$ cat config.mk
export PLATFORM = sky130hd
export DESIGN_NAME = gpu_mem_arbiter
export DESIGN_NICKNAME = d
export VERILOG_FILES = /design/src/rtl/gpu_mem_arbiter_pkg.sv /design/src/rtl/gpu_mem_prio_sel.sv /design/src/rtl/gpu_mem_arbiter.sv
export SDC_FILE = /design/constraint.sdc
export NUM_CORES = 1
export LEC_CHECK = 0
export BUFFER_PORTS_ARGS = -buffer_cell sky130_fd_sc_hd__buf_2
export CAP_MARGIN = 20
export CORE_MARGIN = 2
export CORE_UTILIZATION = 35
export CTS_CLUSTER_DIAMETER = 60
export DETAILED_ROUTE_END_ITERATION = 10
export PLACE_DENSITY = 0.67
export SLEW_MARGIN = 20
export SYNTH_ARGS = -nofsm -noshare
export SYNTH_HDL_FRONTEND = slang
export SYNTH_SLANG_ARGS = --single-unit
$ cat constraint.sdc
create_clock -name clk -period 2.2 [get_ports clk]
set_input_delay 0.44 -clock clk [delete_from_list [all_inputs] [get_ports clk]]
set_output_delay 0.44 -clock clk [all_outputs]
set_load 0.02 [all_outputs]
$ cat src/rtl/gpu_mem_arbiter_pkg.sv
// Shared types for the GPU memory arbiter: requester ids, FSM states and the latched memory command.
package gpu_mem_arbiter_pkg;

    localparam int unsigned ADR_W    = 18;  // word address bits [19:2]
    localparam int unsigned LINE_W   = 15;  // cache line address bits [19:5]
    localparam int unsigned DATA_W   = 32;
    localparam int unsigned BE_W     = 4;
    localparam int unsigned BEATS    = 8;   // words per cache line fill
    localparam int unsigned BEAT_W   = 3;
    localparam int unsigned STARVE_W = 8;
    localparam int unsigned REQ_N    = 4;

    typedef enum logic [1:0] {
        REQ_PIX  = 2'd0,
        REQ_BG   = 2'd1,
        REQ_TEX  = 2'd2,
        REQ_CLUT = 2'd3
    } reqId_t;

    typedef enum logic [2:0] {
        ST_IDLE  = 3'd0,
        ST_CMD   = 3'd1,
        ST_RDATA = 3'd2,
        ST_WWAIT = 3'd3,
        ST_DONE  = 3'd4
    } arbState_t;

    typedef struct packed {
        reqId_t              id;
        logic                write;
        logic                burst8;
        logic [ADR_W-1:0]    adr;
        logic [DATA_W-1:0]   wData;
        logic [BE_W-1:0]     be;
    } memCmd_t;

    // Word address of the first word of a 32-byte line.
    function automatic logic [ADR_W-1:0] lineBase(input logic [LINE_W-1:0] lineAdr);
        return {lineAdr, 3'b000};
    endfunction

endpackage

$ cat src/rtl/gpu_mem_prio_sel.sv
// Combinational 4-way priority select: pixel > BG > texture > CLUT, with CLUT lifted above texture when starved.
module gpu_mem_prio_sel
    import gpu_mem_arbiter_pkg::*;
(
    input  logic [REQ_N-1:0] reqVec,
    input  logic             clutPromote,
    output logic             grantValid_c,
    output reqId_t           grantId_c
);

    always_comb begin
        grantValid_c = |reqVec;
        grantId_c    = REQ_PIX;
        if (reqVec[REQ_PIX]) begin
            grantId_c = REQ_PIX;
        end else if (reqVec[REQ_BG]) begin
            grantId_c = REQ_BG;
        end else if (clutPromote && reqVec[REQ_CLUT]) begin
            grantId_c = REQ_CLUT;
        end else if (reqVec[REQ_TEX]) begin
            grantId_c = REQ_TEX;
        end else if (reqVec[REQ_CLUT]) begin
            grantId_c = REQ_CLUT;
        end
    end

endmodule

$ cat src/rtl/gpu_mem_arbiter.sv
// Single-port memory arbiter for pixel write-back, BG fetch and texture/CLUT line fills.
// One transaction at a time; the winner is latched in IDLE and owns the memory until DONE.
module gpu_mem_arbiter
    import gpu_mem_arbiter_pkg::*;
#(
    parameter logic [STARVE_W-1:0] STARVE_LIMIT = 8'd255
) (
    input  logic              clk,
    input  logic              i_rst,

    input  logic              i_pixWrReq,
    input  logic [19:2]       i_pixWrAdr,
    input  logic [31:0]       i_pixWrData,
    input  logic [3:0]        i_pixWrBE,
    output logic              o_pixWrAck,

    input  logic              i_bgReq,
    input  logic [19:2]       i_bgAdr,
    output logic              o_bgDataValid,
    output logic [31:0]       o_bgData,

    input  logic              i_texFillReq,
    input  logic [19:5]       i_texFillAdr,
    input  logic              i_clutFillReq,
    input  logic [19:5]       i_clutFillAdr,

    output logic [31:0]       o_fillData,
    output logic [2:0]        o_fillWordIdx,
    output logic              o_texFillWrite,
    output logic              o_clutFillWrite,
    output logic              o_texFillComplete,
    output logic              o_clutFillComplete,

    output logic              o_memReq,
    output logic              o_memWrite,
    output logic              o_memBurst8,
    output logic [19:2]       o_memAdr,
    output logic [31:0]       o_memWData,
    output logic [3:0]        o_memBE,

    input  logic              i_memAck,
    input  logic              i_memRValid,
    input  logic [31:0]       i_memRData,
    input  logic              i_memWDone
);

    arbState_t             state;
    arbState_t             stateNext;
    memCmd_t               cmd;
    memCmd_t               grantCmd;
    logic [BEAT_W-1:0]     beatCnt;
    logic [STARVE_W-1:0]   starveCnt;
    logic                  memReqQ;
    logic                  pixWrAckQ;
    logic                  texCompQ;
    logic                  clutCompQ;

    logic [REQ_N-1:0]      reqVec;
    logic                  clutPromote;
    logic                  grantValid;
    reqId_t                grantId;
    logic                  grantFire;
    logic                  lastBeat;
    logic                  rBeat;
    logic                  clutOwned;
    logic                  live;

    assign reqVec      = {i_clutFillReq, i_texFillReq, i_bgReq, i_pixWrReq};
    assign clutPromote = (starveCnt >= STARVE_LIMIT);
    assign grantFire   = (state == ST_IDLE) && grantValid;
    assign lastBeat    = !cmd.burst8 || (beatCnt == BEAT_W'(BEATS - 1));
    assign clutOwned   = (state != ST_IDLE) && (cmd.id == REQ_CLUT);
    assign live        = !i_rst;

    gpu_mem_prio_sel u_prioSel (
        .reqVec       (reqVec),
        .clutPromote  (clutPromote),
        .grantValid_c (grantValid),
        .grantId_c    (grantId)
    );

    // Command snapshot for the requester that wins this cycle.
    always_comb begin
        grantCmd    = '0;
        grantCmd.id = grantId;
        case (grantId)
            REQ_PIX: begin
                grantCmd.write = 1'b1;
                grantCmd.adr   = i_pixWrAdr;
                grantCmd.wData = i_pixWrData;
                grantCmd.be    = i_pixWrBE;
            end
            REQ_BG: begin
                grantCmd.adr = i_bgAdr;
                grantCmd.be  = '1;
            end
            REQ_TEX: begin
                grantCmd.burst8 = 1'b1;
                grantCmd.adr    = lineBase(i_texFillAdr);
                grantCmd.be     = '1;
            end
            REQ_CLUT: begin
                grantCmd.burst8 = 1'b1;
                grantCmd.adr    = lineBase(i_clutFillAdr);
                grantCmd.be     = '1;
            end
            default: grantCmd = '0;
        endcase
    end

    // Transaction FSM next state.
    always_comb begin
        stateNext = state;
        case (state)
            ST_IDLE:  if (grantValid)  stateNext = ST_CMD;
            ST_CMD:   if (i_memAck)    stateNext = cmd.write ? ST_WWAIT : ST_RDATA;
            ST_RDATA: if (i_memRValid && lastBeat) stateNext = ST_DONE;
            ST_WWAIT: if (i_memWDone)  stateNext = ST_DONE;
            ST_DONE:  stateNext = ST_IDLE;
            default:  stateNext = ST_IDLE;
        endcase
    end

    always_ff @(posedge clk) begin
        if (i_rst) begin
            state <= ST_IDLE;
        end else begin
            state <= stateNext;
        end
    end

    // Latched command and beat counter; the command is dropped once the transaction retires.
    always_ff @(posedge clk) begin
        if (i_rst) begin
            cmd     <= '0;
            beatCnt <= '0;
        end else begin
            if (grantFire) begin
                cmd <= grantCmd;
            end else if (state == ST_DONE) begin
                cmd <= '0;
            end
            if (state == ST_RDATA && i_memRValid && cmd.burst8) begin
                beatCnt <= lastBeat ? '0 : beatCnt + BEAT_W'(1);
            end else if (state == ST_DONE) begin
                beatCnt <= '0;
            end
        end
    end

    // Counts cycles a CLUT fill waits while someone else holds or wins the memory.
    always_ff @(posedge clk) begin
        if (i_rst) begin
            starveCnt <= '0;
        end else if (grantFire && grantId == REQ_CLUT) begin
            starveCnt <= '0;
        end else if (i_clutFillReq && !clutOwned && starveCnt != '1) begin
            starveCnt <= starveCnt + STARVE_W'(1);
        end
    end

    // Registered request strobe and completion pulses (pulses are high exactly during DONE).
    always_ff @(posedge clk) begin
        if (i_rst) begin
            memReqQ   <= 1'b0;
            pixWrAckQ <= 1'b0;
            texCompQ  <= 1'b0;
            clutCompQ <= 1'b0;
        end else begin
            memReqQ   <= (stateNext == ST_CMD);
            pixWrAckQ <= (stateNext == ST_DONE) && (cmd.id == REQ_PIX);
            texCompQ  <= (stateNext == ST_DONE) && (cmd.id == REQ_TEX);
            clutCompQ <= (stateNext == ST_DONE) && (cmd.id == REQ_CLUT);
        end
    end

    // Read beats pass straight through to the requester in the cycle they arrive.
    assign rBeat = live && (state == ST_RDATA) && i_memRValid;

    assign o_bgDataValid      = rBeat && (cmd.id == REQ_BG);
    assign o_bgData           = o_bgDataValid ? i_memRData : '0;
    assign o_texFillWrite     = rBeat && (cmd.id == REQ_TEX);
    assign o_clutFillWrite    = rBeat && (cmd.id == REQ_CLUT);
    assign o_fillData         = (o_texFillWrite || o_clutFillWrite) ? i_memRData : '0;
    assign o_fillWordIdx      = live ? beatCnt : '0;

    assign o_pixWrAck         = live && pixWrAckQ;
    assign o_texFillComplete  = live && texCompQ;
    assign o_clutFillComplete = live && clutCompQ;

    assign o_memReq           = live && memReqQ;
    assign o_memWrite         = live && cmd.write;
    assign o_memBurst8        = live && cmd.burst8;
    assign o_memAdr           = live ? cmd.adr   : '0;
    assign o_memWData         = live ? cmd.wData : '0;
    assign o_memBE            = live ? cmd.be    : '0;

endmodule

Yosys cells after proc, flatten, opt, wreduce, memory -nomap -nowiden. Cells that the tools add are included.

Bits in registers: 76. Bits in latches: 0. Memory bits (writable): 0. Bits in read-only memories: 0. Input port bits: 143. Output and inout port bits: 130. Word-level logic and storage cells: 95. Memories kept: 0.

Add/sub/neg operators: 2. Multipliers: 0. Div/mod/pow operators: 0. $lt $le $gt $ge: 1. Eq/ne operators: 14. Shift operators: 0. Mux-type cells: 27. Bitwise operators: 0. Reductions and logical operators: 38.

Operator list (count): two-way mux 32 bit (4); two-way mux 58 bit (2); case mux 18 bit (4 select lines) (1); two-way mux 3 bit (8); logical AND 1 bit (23); two-way mux 18 bit (1); case mux 3 bit (4 select lines) (1); two-way mux 2 bit (5); == test 3 bit (second input constant) (3); adder 8 x 1 -> 8 bit (second input constant) (1); == test 2 bit (second input constant) (4); greater-or-equal comparator 8 bit (second input constant) (1); inequality test 8 bit (second input constant) (1); case mux 4 bit (2 select lines) (1); == test 3 x 1 -> 1 bit (second input constant) (2); == test 3 x 2 -> 1 bit (second input constant) (2); == test 2 x 1 -> 1 bit (second input constant) (2); logical NOT 2 bit (2); two-way mux 4 bit (1); nonzero test 2 bit (2); OR reduction 2 bit (2); OR reduction 4 bit (1); adder 3 x 1 -> 3 bit (second input constant) (1); logical NOT 1 bit (3); other kinds (5) (8).

Logic depth before layout (Yosys ltp). Gate-level depths: netlist (run 1).

Word-level depth: 9. Depth in mapped cells: 7. Mapped depth without buffers: 6.

By module. From an unflattened synthesis (run 1), not the netlist that was laid out.

Cell total of the unflattened synthesis: 423. Area, all modules: 4047.6 µm².

By module, submodules not included: gpu_mem_arbiter (times used 1, cells each 416, area each 4005.1 µm², sequential area each 1521.5 µm²); gpu_mem_prio_sel (times used 1, cells each 7, area each 42.5 µm², sequential area each 0.0 µm²).

Least setup slack after synthesis (run 1). OpenSTA, ideal clock, no wires.

Kind: input to output. Start: input port i_rst. End: output port o_bgData[22]. Arrival time: 1771 ps. Required time: 1760 ps. Slack: -11 ps. Cell stages on the path: 7. Path buffers: 3. Cells stage by stage: buf_2 > nor2_1 > and4b_1 > buf_2 > and3b_1 > buf_4 > and2_1.

Longest elaborated chain between the ends: 5.

Ends and longest elaborated chain: from (decl) (RTL line gpu_mem_arbiter.sv:9) `input logic i_rst,`; logical NOT 1 bit (RTL line gpu_mem_arbiter.sv:73) `assign live = !i_rst;`; logical AND 1 bit (2 in series) (RTL line gpu_mem_arbiter.sv:178) `assign rBeat = live && (state == ST_RDATA) && i_memRValid;`; logical AND 1 bit (RTL line gpu_mem_arbiter.sv:180) `assign o_bgDataValid = rBeat && (cmd.id == REQ_BG);`; via o_bgDataValid (RTL line gpu_mem_arbiter.sv:19) `output logic o_bgDataValid,`; two-way mux 32 bit (RTL line gpu_mem_arbiter.sv:181) `assign o_bgData = o_bgDataValid ? i_memRData : '0;`; to (decl) (RTL line gpu_mem_arbiter.sv:20) `output logic [31:0] o_bgData,`.

The timed path passes the listed nets, and every way through them passes these cells.

Worst setup path in the final report (run 1).
Start: register state[0]. End: output port o_bgData[29].

Longest elaborated chain between the ends: 5.

Ends and longest elaborated chain: from (decl) (RTL line gpu_mem_arbiter.sv:47) `arbState_t state;`; from (signal assigned) (RTL line gpu_mem_arbiter.sv:128) `state <= stateNext;`; == test 3 x 2 -> 1 bit (RTL line gpu_mem_arbiter.sv:178); logical AND 1 bit (2 in series) (RTL line gpu_mem_arbiter.sv:178); logical AND 1 bit (RTL line gpu_mem_arbiter.sv:180); two-way mux 32 bit (RTL line gpu_mem_arbiter.sv:181).

No other way between the ends.

==> reports/qor.yml, run 1 <==
worstPathArrival_ns: 1.70
avgRoutedWirePerCell_um: 16.9
gr-usage-met3: 0.0569
sw_frac_of_total: 0.285
critPathKind: "flip-flop to primary output"
grt_use_total: 0.218
grt_max_degree: 73
final_core_util: 0.513
synth_commonest_cells: "dfxtp_1, nor2b_1, and3_1, a22oi_1, and2_1"
clock_sinks: 76
port_buffers: 272
synthFlopType: "dfxtp_1"
finalMaxSlewViolations: 0
synth_area_um2: 4590
vias: 5161
synth_edf_count: 0
synthArstFlopShare: 0
dieArea_um2: 14000
grt_pass1_wl_um: 24900
antenna_found_initial: 0
wirelength_um: 16200
firstDrtPassIters: 6
path_clk_slew_ns: 0.06
fin_tns_setup_ns: 0
floorplan.initialDensity: 0.361
yosysSeqAreaShare: 0.332
final-hold-violation-count: 0
area.growth.synth_to_final_pct: 42.3
cp.required_ns: 1.76
power.total_mw: 3.84
gr-usage-met2: 0.349
seq_power_share: 0.400
p_int_mw: 2.74
max-slew-margin-rel: 0.577
period_needed_ns: 2.14
diodes: 0
worst_pin_slew_ns: 0.635
crit_path_end_kind: "primary output"
cts_tree: "built"
finalSetupViolations: 0
synth_seq_cells: 76
rows: 41
synth.top_cells.by_area: "dfxtp_1, nor2b_1, a22o_1"
grtUsageMet1: 0.276
post_cts_buffers: 0
cts_resized: 2
maxCapViolations: 0
fin_crit_sh: 0.973
io_pins: 273
max-vdd-ir-drop_mv: 0.355
gp_congestion: 0.938
synth_fp_nets: 679
rsz0062_at_grt: "true"
synth_most_common_cell: "dfxtp_1"
yosys_warnings: 0
die_w_um: 119
power_density_nw_per_um2: 588
die_y_um: 119
status: "finished, final reports clean"
p_clk_frac: 0.376
p_sw_mw: 1.10
htree_num_levels: 3
grt_pass1_vias: 5016
start_kind: "flip-flop"
grt.busiest_layer: "met2"
grt-ovfl-total: 0
postCtsHoldBufs: 0
worstPathMaxFanout: 33
drive_above_1_share: 0.427
synth_cell_type_count: 50
ant_nets: 0
clockBufferDepth: 2
place_area_um2: 6120
fin_skew_ns: 0.00665
stdcell_area_um2: 6530
syn_inst: 533
dp.cells: 944
max_freq_ghz: 0.467
drt-initial-drc-count: 457
synth_area_per_cell_um2: 8.61
pwr-share-comb: 0.224
insertion_delay_ns: 0.34
hpwlAfterDp_um: 11800
yosysTopAreaCellShare: 0.332
layout.cells.non_filler: 959
core_um2: 12700
cts_root_buf: "clkbuf_16"
routed_via_density: 5.38
leakage_nw: 3.24
final_nets: 929
drcViolationCount: 0
yosysTopAreaCell: "dfxtp_1"
numCtsBuffers: 9
hold_path.class: "input pin to flip-flop"
sequential cells by signal (all words and copies together) (netlist names):
register and flops:
cmd 58, starveCnt 8, beatCnt 3, state 3, clutCompQ 1, memReqQ 1
pixWrAckQ 1, texCompQ 1
metal layers:
layer / part of all wire / vias up
met5: 0 / -
met4: 0.019 / 0
met3: 0.082 / 28
met2: 0.48 / 268
met1: 0.42 / 2405
li1: - / 2460
final timing paths:
path	from	end	slack, ns	cells past startpoint
worst min register to register	beatCnt[0]$_SDFFE_PP0P_	beatCnt[0]$_SDFFE_PP0P_	0.47	1
worst min-delay path	i_pixWrData[21]	cmd[25]$_SDFFE_PP0P_	0.31	2
worst max-delay path	state[0]$_SDFF_PP0_	o_bgData[29]	0.06	5
worst max register to register	state[2]$_SDFF_PP0_	starveCnt[5]$_SDFFE_PP0P_	0.38	5
through the flow:
| step | setup WS [ns] | hold WS (ns) |
|---|---|---|
| 2_1_floorplan | 0.0237 | 0.428 |
| 3_3_place_gp | 0.148 | 0.441 |
| 3_5_place_dp | 0.112 | 0.463 |
| 4_1_cts | 0.0239 | 0.294 |
| 5_1_grt | -0.0449 | 0.298 |
| 6_report | 0.0598 | 0.314 |
final cells by class:
cell class | count | area [um^2]
fill | 1227 | 6190
multi-input combinational | 395 | 2790
timing repair buffer | 294 | 1690
sequential | 76 | 1530
clock buffer | 9 | 225
tap | 172 | 215
clock inverter | 6 | 65.1
inverter | 7 | 26.3
cell usage in the layout, fill, tap and decap left out, types with 3 or more instances in the layout:
cell type / synthesis / final
or3_1: 4 / 4
a21o_1: 16 / 16
nand3_1: 5 / 5
a22o_1: 32 / 32
dfxtp_1: 76 / 73
o2111a_1: 15 / 15
nand4_1: 17 / 17
o21ai_0: 17 / 17
o31ai_1: 3 / 3
nor3_1: 4 / 4
inv_1: 7 / 7
nand2_1: 13 / 13
clkbuf_16: 0 / 9
ha_1: 3 / 3
o21a_1: 3 / 3
nor2_1: 15 / 14
and2_1: 33 / 23
buf_2: 11 / 240
a21oi_1: 7 / 7
nand2b_1: 18 / 18
buf_12: 0 / 4
dfxtp_2: 0 / 3
nand4bb_1: 15 / 15
and2_2: 0 / 9
and3_1: 36 / 35
nor2b_1: 64 / 64
buf_4: 10 / 42
buf_6: 3 / 8
o21ai_1: 12 / 12
a22oi_1: 35 / 35
cell families (layout without fill, tap and decap cells):
family | count (synthesis) | count (layout) | share of synthesized area
compound gates | 149 | 149 | 0.251
xor+xnor | 1 | 1 | 0.00191
fa+ha+maj | 3 | 3 | 0.00818
buf+inv | 62 | 316 | 0.0668
flops | 76 | 76 | 0.332
mux | 2 | 2 | 0.00463
simple gates | 240 | 240 | 0.336
power groups by stage:
stage          registers [mW]  logic, mW  clock network, mW
2_1_floorplan            1.55      0.540                  0
3_3_place_gp             1.56      0.831                  0
3_5_place_dp             1.57      0.852                  0
4_1_cts                  1.54      0.857               1.50
5_1_grt                  1.55      0.934               1.56
6_report                 1.54      0.859               1.44
worst max-delay path, stage by stage, from the launching register on:
cell,delay [ns]
dfxtp_2,0.41
and4b_1,0.22
and3b_2,0.23
buf_12,0.16
and2_2,0.19
buf_4,0.15
No activity file was read; power rests on OpenSTA's default activity.
==> run 2: changes to the inputs <==
--- a/config.mk
+++ b/config.mk
@@ -8,11 +8,13 @@
 export BUFFER_PORTS_ARGS = -buffer_cell sky130_fd_sc_hd__buf_2
 export CAP_MARGIN = 20
 export CORE_MARGIN = 2
-export CORE_UTILIZATION = 35
+export CORE_UTILIZATION = 45
+export CTS_BUF_LIST = sky130_fd_sc_hd__clkbuf_4 sky130_fd_sc_hd__clkbuf_8
 export CTS_CLUSTER_DIAMETER = 60
 export DETAILED_ROUTE_END_ITERATION = 10
-export PLACE_DENSITY = 0.67
+export PLACE_DENSITY = 0.83
 export SLEW_MARGIN = 20
 export SYNTH_ARGS = -nofsm -noshare
 export SYNTH_HDL_FRONTEND = slang
 export SYNTH_SLANG_ARGS = --single-unit
+export TNS_END_PERCENT = 100
==> run 2 against run 1 <==
Non-clock buffer count rose by 6. Wire length rose by 3.7%. Critical path depth rose by 1. Setup slack got worse by 0.049 ns. Die area fell by 22%. Total power fell by 11%. Design area rose by 0.90%. Core utilization rose by 16 points.
==> reports/qor.yml, run 2 (synthesis gave the netlist of run 1 again) <==
io_pins: 273
drcViolationCount: 0
fin_crit_sh: 0.995
final-hold-violation-count: 0
drt-initial-drc-count: 530
r2r_start: "state[2]$_SDFF_PP0_"
worst_pin_slew_ns: 0.642
numCtsBuffers: 9
dp.cells: 907
final_common_cell: "buf_2"
hp-start: "i_pixWrData[20]"
drive_above_1_share: 0.452
mostFrequentLayoutCells: "buf_2, dfxtp_1, nor2b_1, and3_1, a22oi_1"
area.growth.synth_to_final_pct: 43.6
critPathLaunch: "state[2]$_SDFF_PP0_"
gp_congestion: 0.953
hpwlAfterDp_um: 11600
dieArea_um2: 11000
critPathKind: "flip-flop to primary output"
hold_path.class: "input pin to flip-flop"
crit_path_end_kind: "primary output"
htree_num_levels: 3
hold_slack_ns: 0.310
vias: 5306
power_density_nw_per_um2: 516
final_nets: 935
max-slew-margin-rel: 0.572
grt-ovfl-total: 0
die_w_um: 105
clock_sinks: 76
max-vdd-ir-drop_mv: 0.334
maxCapViolations: 0
worstPathMaxFanout: 8
leakage_nw: 3.27
cp-endpoint: "o_bgData[26]"
finalMaxSlewViolations: 0
path_clk_slew_ns: 0.09
routed_via_density: 5.72
start_kind: "flip-flop"
period_needed_ns: 2.19
avgRoutedWirePerCell_um: 18.1
reg_top3: "cmd: 58 flops, starveCnt: 8 flops"
power.total_mw: 3.40
fin_skew_ns: 0.0119
cts_tree: "built"
r2r-end: "starveCnt[7]$_SDFFE_PP0P_"
ff2ff_setup_slack_ns: 0.21
layout.cells.non_filler: 927
core_um2: 9820
final_core_util: 0.671
grt_pass1_vias: 5027
cts_root_buf: "clkbuf_8"
top_register: "cmd"
ant_nets: 0
rows: 36
worstPathArrival_ns: 1.75
port_buffers: 272
wirelength_um: 16800
grt_max_degree: 73
status: "finished, final reports clean"
rsz0062_at_grt: "true"
largest_reg_flops: 58
insertion_delay_ns: 0.34
finalSetupViolations: 0
grt_use_total: 0.269
cp.required_ns: 1.76
antenna_found_initial: 0
grt_pass1_wl_um: 24600
firstDrtPassIters: 5
max_freq_ghz: 0.457
clockBufferDepth: 2
worst-r2r-cell-count: 6
die_y_um: 105
diodes: 0
floorplan.initialDensity: 0.467
postCtsHoldBufs: 0
==> run 2: changes by cell type in the layout (fill, tap and decap cells not counted), moves of 6 or more <==
cell	before	now
and2_1	23	7
clkbuf_8	0	9
buf_6	8	33
clkbuf_16	9	2
and2_2	9	3
and2_4	1	23
buf_4	42	22
==> run 2: per-layer routing <==
metal  share of wire  track usage
met1            0.40        0.344
met2            0.49        0.445
met3           0.081       0.0605
met4           0.023       0.0933
met5               0            0
==> run 2: power by group <==
part | switching [mW] | internal [mW]
clock | 0.571 | 0.426
sequential | 0.0407 | 1.49
combinational | 0.495 | 0.380
==> run 2: final cells by class <==
cell class	instances	area [um^2]
Clock buffer	9	124
Clock inverter	7	57.6
Fill cell	856	3230
Inverter	7	26.3
Multi-Input combinational cell	395	2840
Sequential cell	76	1530
Tap cell	133	166
Timing Repair Buffer	300	1850
==> run 2: through the flow <==
stage	area (um^2)	TNS, ns	setup slack, ns
2_1_floorplan	4600	0	0.0237
3_3_place_gp	6070	0	0.158
3_5_place_dp	6070	0	0.125
4_1_cts	6260	-0.0127	-0.00892
5_1_grt	6590	-1.45	-0.0593
6_report	6590	0	0.0109
==> run 2: repair_timing <==
| item | 4_1_cts | 5_1_grt |
|---|---|---|
| setup buffers | 0 | 1 |
| setup endpoints to repair | 53 | 66 |
| pin swaps | 0 | 23 |
| resized for setup | 4 | 90 |
| gates cloned | 0 | 3 |
==> run 2: worst min-delay path by stage <==
stage                              end  depth (start not counted)
6_report          cmd[24]$_SDFFE_PP0P_                          2
5_1_grt           cmd[31]$_SDFFE_PP0P_                          2
4_1_cts           cmd[24]$_SDFFE_PP0P_                          2
3_5_place_dp   beatCnt[0]$_SDFFE_PP0P_                          1
3_3_place_gp   beatCnt[0]$_SDFFE_PP0P_                          1
2_1_floorplan  beatCnt[0]$_SDFFE_PP0P_                          1
==> run 2: worst max-delay path: stages, from the launching register on <==
cell     delay, ns
dfxtp_4       0.36
nor2_4        0.07
and4b_1       0.22
and3b_2       0.31
buf_6         0.18
and2_4        0.16
buf_6         0.11
==> run 3: changes to the inputs <==
--- a/config.mk
+++ b/config.mk
@@ -7,14 +7,16 @@
 export LEC_CHECK = 0
 export BUFFER_PORTS_ARGS = -buffer_cell sky130_fd_sc_hd__buf_2
 export CAP_MARGIN = 20
-export CORE_MARGIN = 2
-export CORE_UTILIZATION = 45
+export CORE_AREA = 2 2 106 108
 export CTS_BUF_LIST = sky130_fd_sc_hd__clkbuf_4 sky130_fd_sc_hd__clkbuf_8
 export CTS_CLUSTER_DIAMETER = 60
 export DETAILED_ROUTE_END_ITERATION = 10
-export PLACE_DENSITY = 0.83
+export DIE_AREA = 0 0 108 110
+export PLACE_DENSITY = 0.74
+export REMOVE_ABC_BUFFERS = 1
 export SLEW_MARGIN = 20
 export SYNTH_ARGS = -nofsm -noshare
 export SYNTH_HDL_FRONTEND = slang
+export SYNTH_HIERARCHICAL = 1
 export SYNTH_SLANG_ARGS = --single-unit
 export TNS_END_PERCENT = 100
==> run 3 against run 2 <==
The run now ends with setup timing left. Area after synthesis shrank 12%. Clock skew is essentially flat. Non-clock buffer count grew 7. Wire length shrank 19%. Critical endpoint is now cmd[49]$_SDFFE_PP0P_. Largest cell class unchanged. Largest power group unchanged. Highest routed layer unchanged.
==> reports/qor.yml, run 3 <==
status: "finished with violations"
failed_checks: "setup timing"
fin_skew_ns: 0.0118
seq_area_um2: 1530
synth.top_cells.by_area: "dfxtp_1, nor2b_1, mux4_2"
rows: 38
drcViolationCount: 0
p_sw_mw: 1.02
synth_seq_cells: 76
yosys_warnings: 6
die_y_um: 110
synth_most_common_cell: "dfxtp_1"
finalSetupViolations: 11
avgRoutedWirePerCell_um: 15.9
synth-simple-area-share: 0.296
synthArstFlopShare: 0
fin_crit_sh: 1.02
power_density_nw_per_um2: 567
ant_nets: 0
max-slew-margin-rel: 0.704
antenna_found_initial: 1
htree_num_levels: 3
synthAdderAreaFrac: 0.00927
seq_power_share: 0.438
crit_slowest_cell: "mux4_2"
dp.cells: 823
grt-ovfl-total: 0
start_kind: "flip-flop"
insertion_delay_ns: 0.34
postCtsHoldBufs: 0
cts_root_buf: "clkbuf_8"
synthFlopType: "dfxtp_1"
yosysSeqAreaShare: 0.376
cts_tree: "built"
path_cells: "ha_4 > nand3_4 > nor2_4 > nor3b_2 > nor3_4 > clkbuf_16 > mux4_2 > a32o_1"
worst_slack_ns: -0.0456
clock_sinks: 76
layout.cells.non_filler: 849
power.total_mw: 3.50
synth_top_family_by_area: "simple AND/OR/NAND/NOR gates"
period_needed_ns: 2.25
worst_pin_slew_ns: 0.442
synth_xor_area_frac: 0
drive_above_1_share: 0.513
grt_use_total: 0.201
critPathMaxStageDelay_ns: 0.50
synth_edf_count: 0
synth_compound_area_frac: 0.180
vias: 4419
routed_via_density: 5.20
sw_frac_of_total: 0.291
largest_reg_flops: 58
multi_input_area_um2: 2380
final-hold-violation-count: 0
grt_pass1_vias: 3917
drt-initial-drc-count: 225
yosysTopAreaCellShare: 0.376
io_pins: 273
final_nets: 849
synth_area_per_cell_um2: 9.57
reg_top3: "cmd: 58 flops, starveCnt: 8 flops"
port_buffers: 272
max-vdd-ir-drop_mv: 0.320
pwr-share-comb: 0.257
numCtsBuffers: 9
clockBufferDepth: 2
synth_commonest_cells: "dfxtp_1, nor2b_1, and2_1, and3_1, a22o_1"
hold_slack_ns: 0.302
dieArea_um2: 11900
cp.required_ns: 2.44
grt_pass1_wl_um: 19000
mostFrequentLayoutCells: "buf_2, dfxtp_1, nor2b_1, buf_4, and3_1"
dp_slack_ns: 0.0101
crit_path_end_kind: "flip-flop"
p_int_mw: 2.48
grt_max_degree: 70
finalMaxSlewViolations: 0
maxCapViolations: 0
top_register: "cmd"
synth_area_um2: 4050
firstDrtPassIters: 6
path_clk_slew_ns: 0.08
hpwlAfterDp_um: 9860
core_um2: 10700
p_clk_frac: 0.305
synth_cell_type_count: 51
worstPathMaxFanout: 8
gp_congestion: 0.834
final_common_cell: "buf_2"
nFillCells: 944
critPathKind: "flip-flop to flip-flop"
area.growth.synth_to_final_pct: 52.5
syn_inst: 423
synth_mux_area_frac: 0.0862
wirelength_um: 13500
rsz0062_at_grt: "true"
floorplan.initialDensity: 0.378
worstPathArrival_ns: 2.49
hold_path.class: "input pin to flip-flop"
yosysTopAreaCell: "dfxtp_1"
die_w_um: 108
max_freq_ghz: 0.445
leakage_nw: 3.20
run 3: changes by cell type after synthesis, moves of 10 or more:
| cell | delta |
|---|---|
| o21ai_0 | -13 |
| nand4bb_1 | -15 |
| mux4_2 | +15 |
| nand4_1 | -16 |
| a32o_1 | +15 |
| buf_4 | -10 |
| nand2b_1 | -17 |
| o2111a_1 | -15 |
| clkbuf_1 | -11 |
| a22oi_1 | -34 |
| o21ai_1 | -10 |
| a21o_1 | -15 |
run 3: layer usage:
metal / vias up / wire length (um) / GRT usage
met2: 169 / 6980 / 0.344
met1: 2135 / 5530 / 0.256
met4: 0 / 116 / 0.0467
li1: 2105 / - / -
met5: - / 0 / 0
met3: 10 / 888 / 0.0523
run 3: worst max-delay path: cells and delay by family, from the launching register on:
kind / cells / cell delay [ns]
adders and majority gates: 1 / 0.16
and+or+nand+nor: 4 / 0.65
DFF: 1 / 0.37
AOI/OAI and AO/OA: 1 / 0.23
muxes: 1 / 0.50
buffers and inverters: 1 / 0.24
run 3: path summary, 6_finish.rpt:
path | startpoint | to | slack (ns) | cells after the start
max reg2reg | starveCnt[1]$_SDFFE_PP0P_ | cmd[49]$_SDFFE_PP0P_ | -0.05 | 8
min | i_pixWrData[16] | cmd[20]$_SDFFE_PP0P_ | 0.30 | 2
min reg2reg | beatCnt[0]$_SDFFE_PP0P_ | beatCnt[0]$_SDFFE_PP0P_ | 0.48 | 1
max | starveCnt[1]$_SDFFE_PP0P_ | cmd[49]$_SDFFE_PP0P_ | -0.05 | 8
run 3: power by group through the flow:
stage	sequential (mW)	combinational, mW	clock, mW
final	1.53	0.899	1.07
after floorplan	1.56	0.463	0
after global routing	1.54	0.973	1.17
after CTS	1.53	0.857	1.10
after global placement	1.56	0.828	0
after detailed placement	1.56	0.850	0
run 3: what timing repair did:
action / 4_1_cts / 5_1_grt
gates resized for setup: 2 / 49
endpoints found under the setup margin: 8 / 115
pin swaps: 0 / 24
setup buffers: 0 / 3
hold endpoints to repair: 0 / 0
cloned: 0 / 6
run 3: layout make-up:
cell class                 count  area share
multi-input combinational    302       0.385
timing repair buffer         307       0.301
tap                          140      0.0284
antenna                        1    0.000405
inverter                       7     0.00426
clock buffer                  10      0.0223
sequential                    76       0.248
clock inverter                 6      0.0103
run 3: cells by family (layout without fill, tap and decap cells):
group                      Yosys count  in the layout
and+or+nand+nor                    195            195
AOI/OAI and AO/OA                   88             88
muxes                               16             16
other                                0              1
adders and majority gates            3              3
DFF                                 76             76
buffers and inverters               45            330
run 3: stage by stage:
step           area (um^2)   util  setup TNS [ns]
3_3_place_gp          5660  0.529               0
3_5_place_dp          5660  0.529               0
2_1_floorplan         3860      -          -66.64
4_1_cts               5870  0.549               0
5_1_grt               6170  0.577           -2.29
6_report              6170  0.577          -0.359
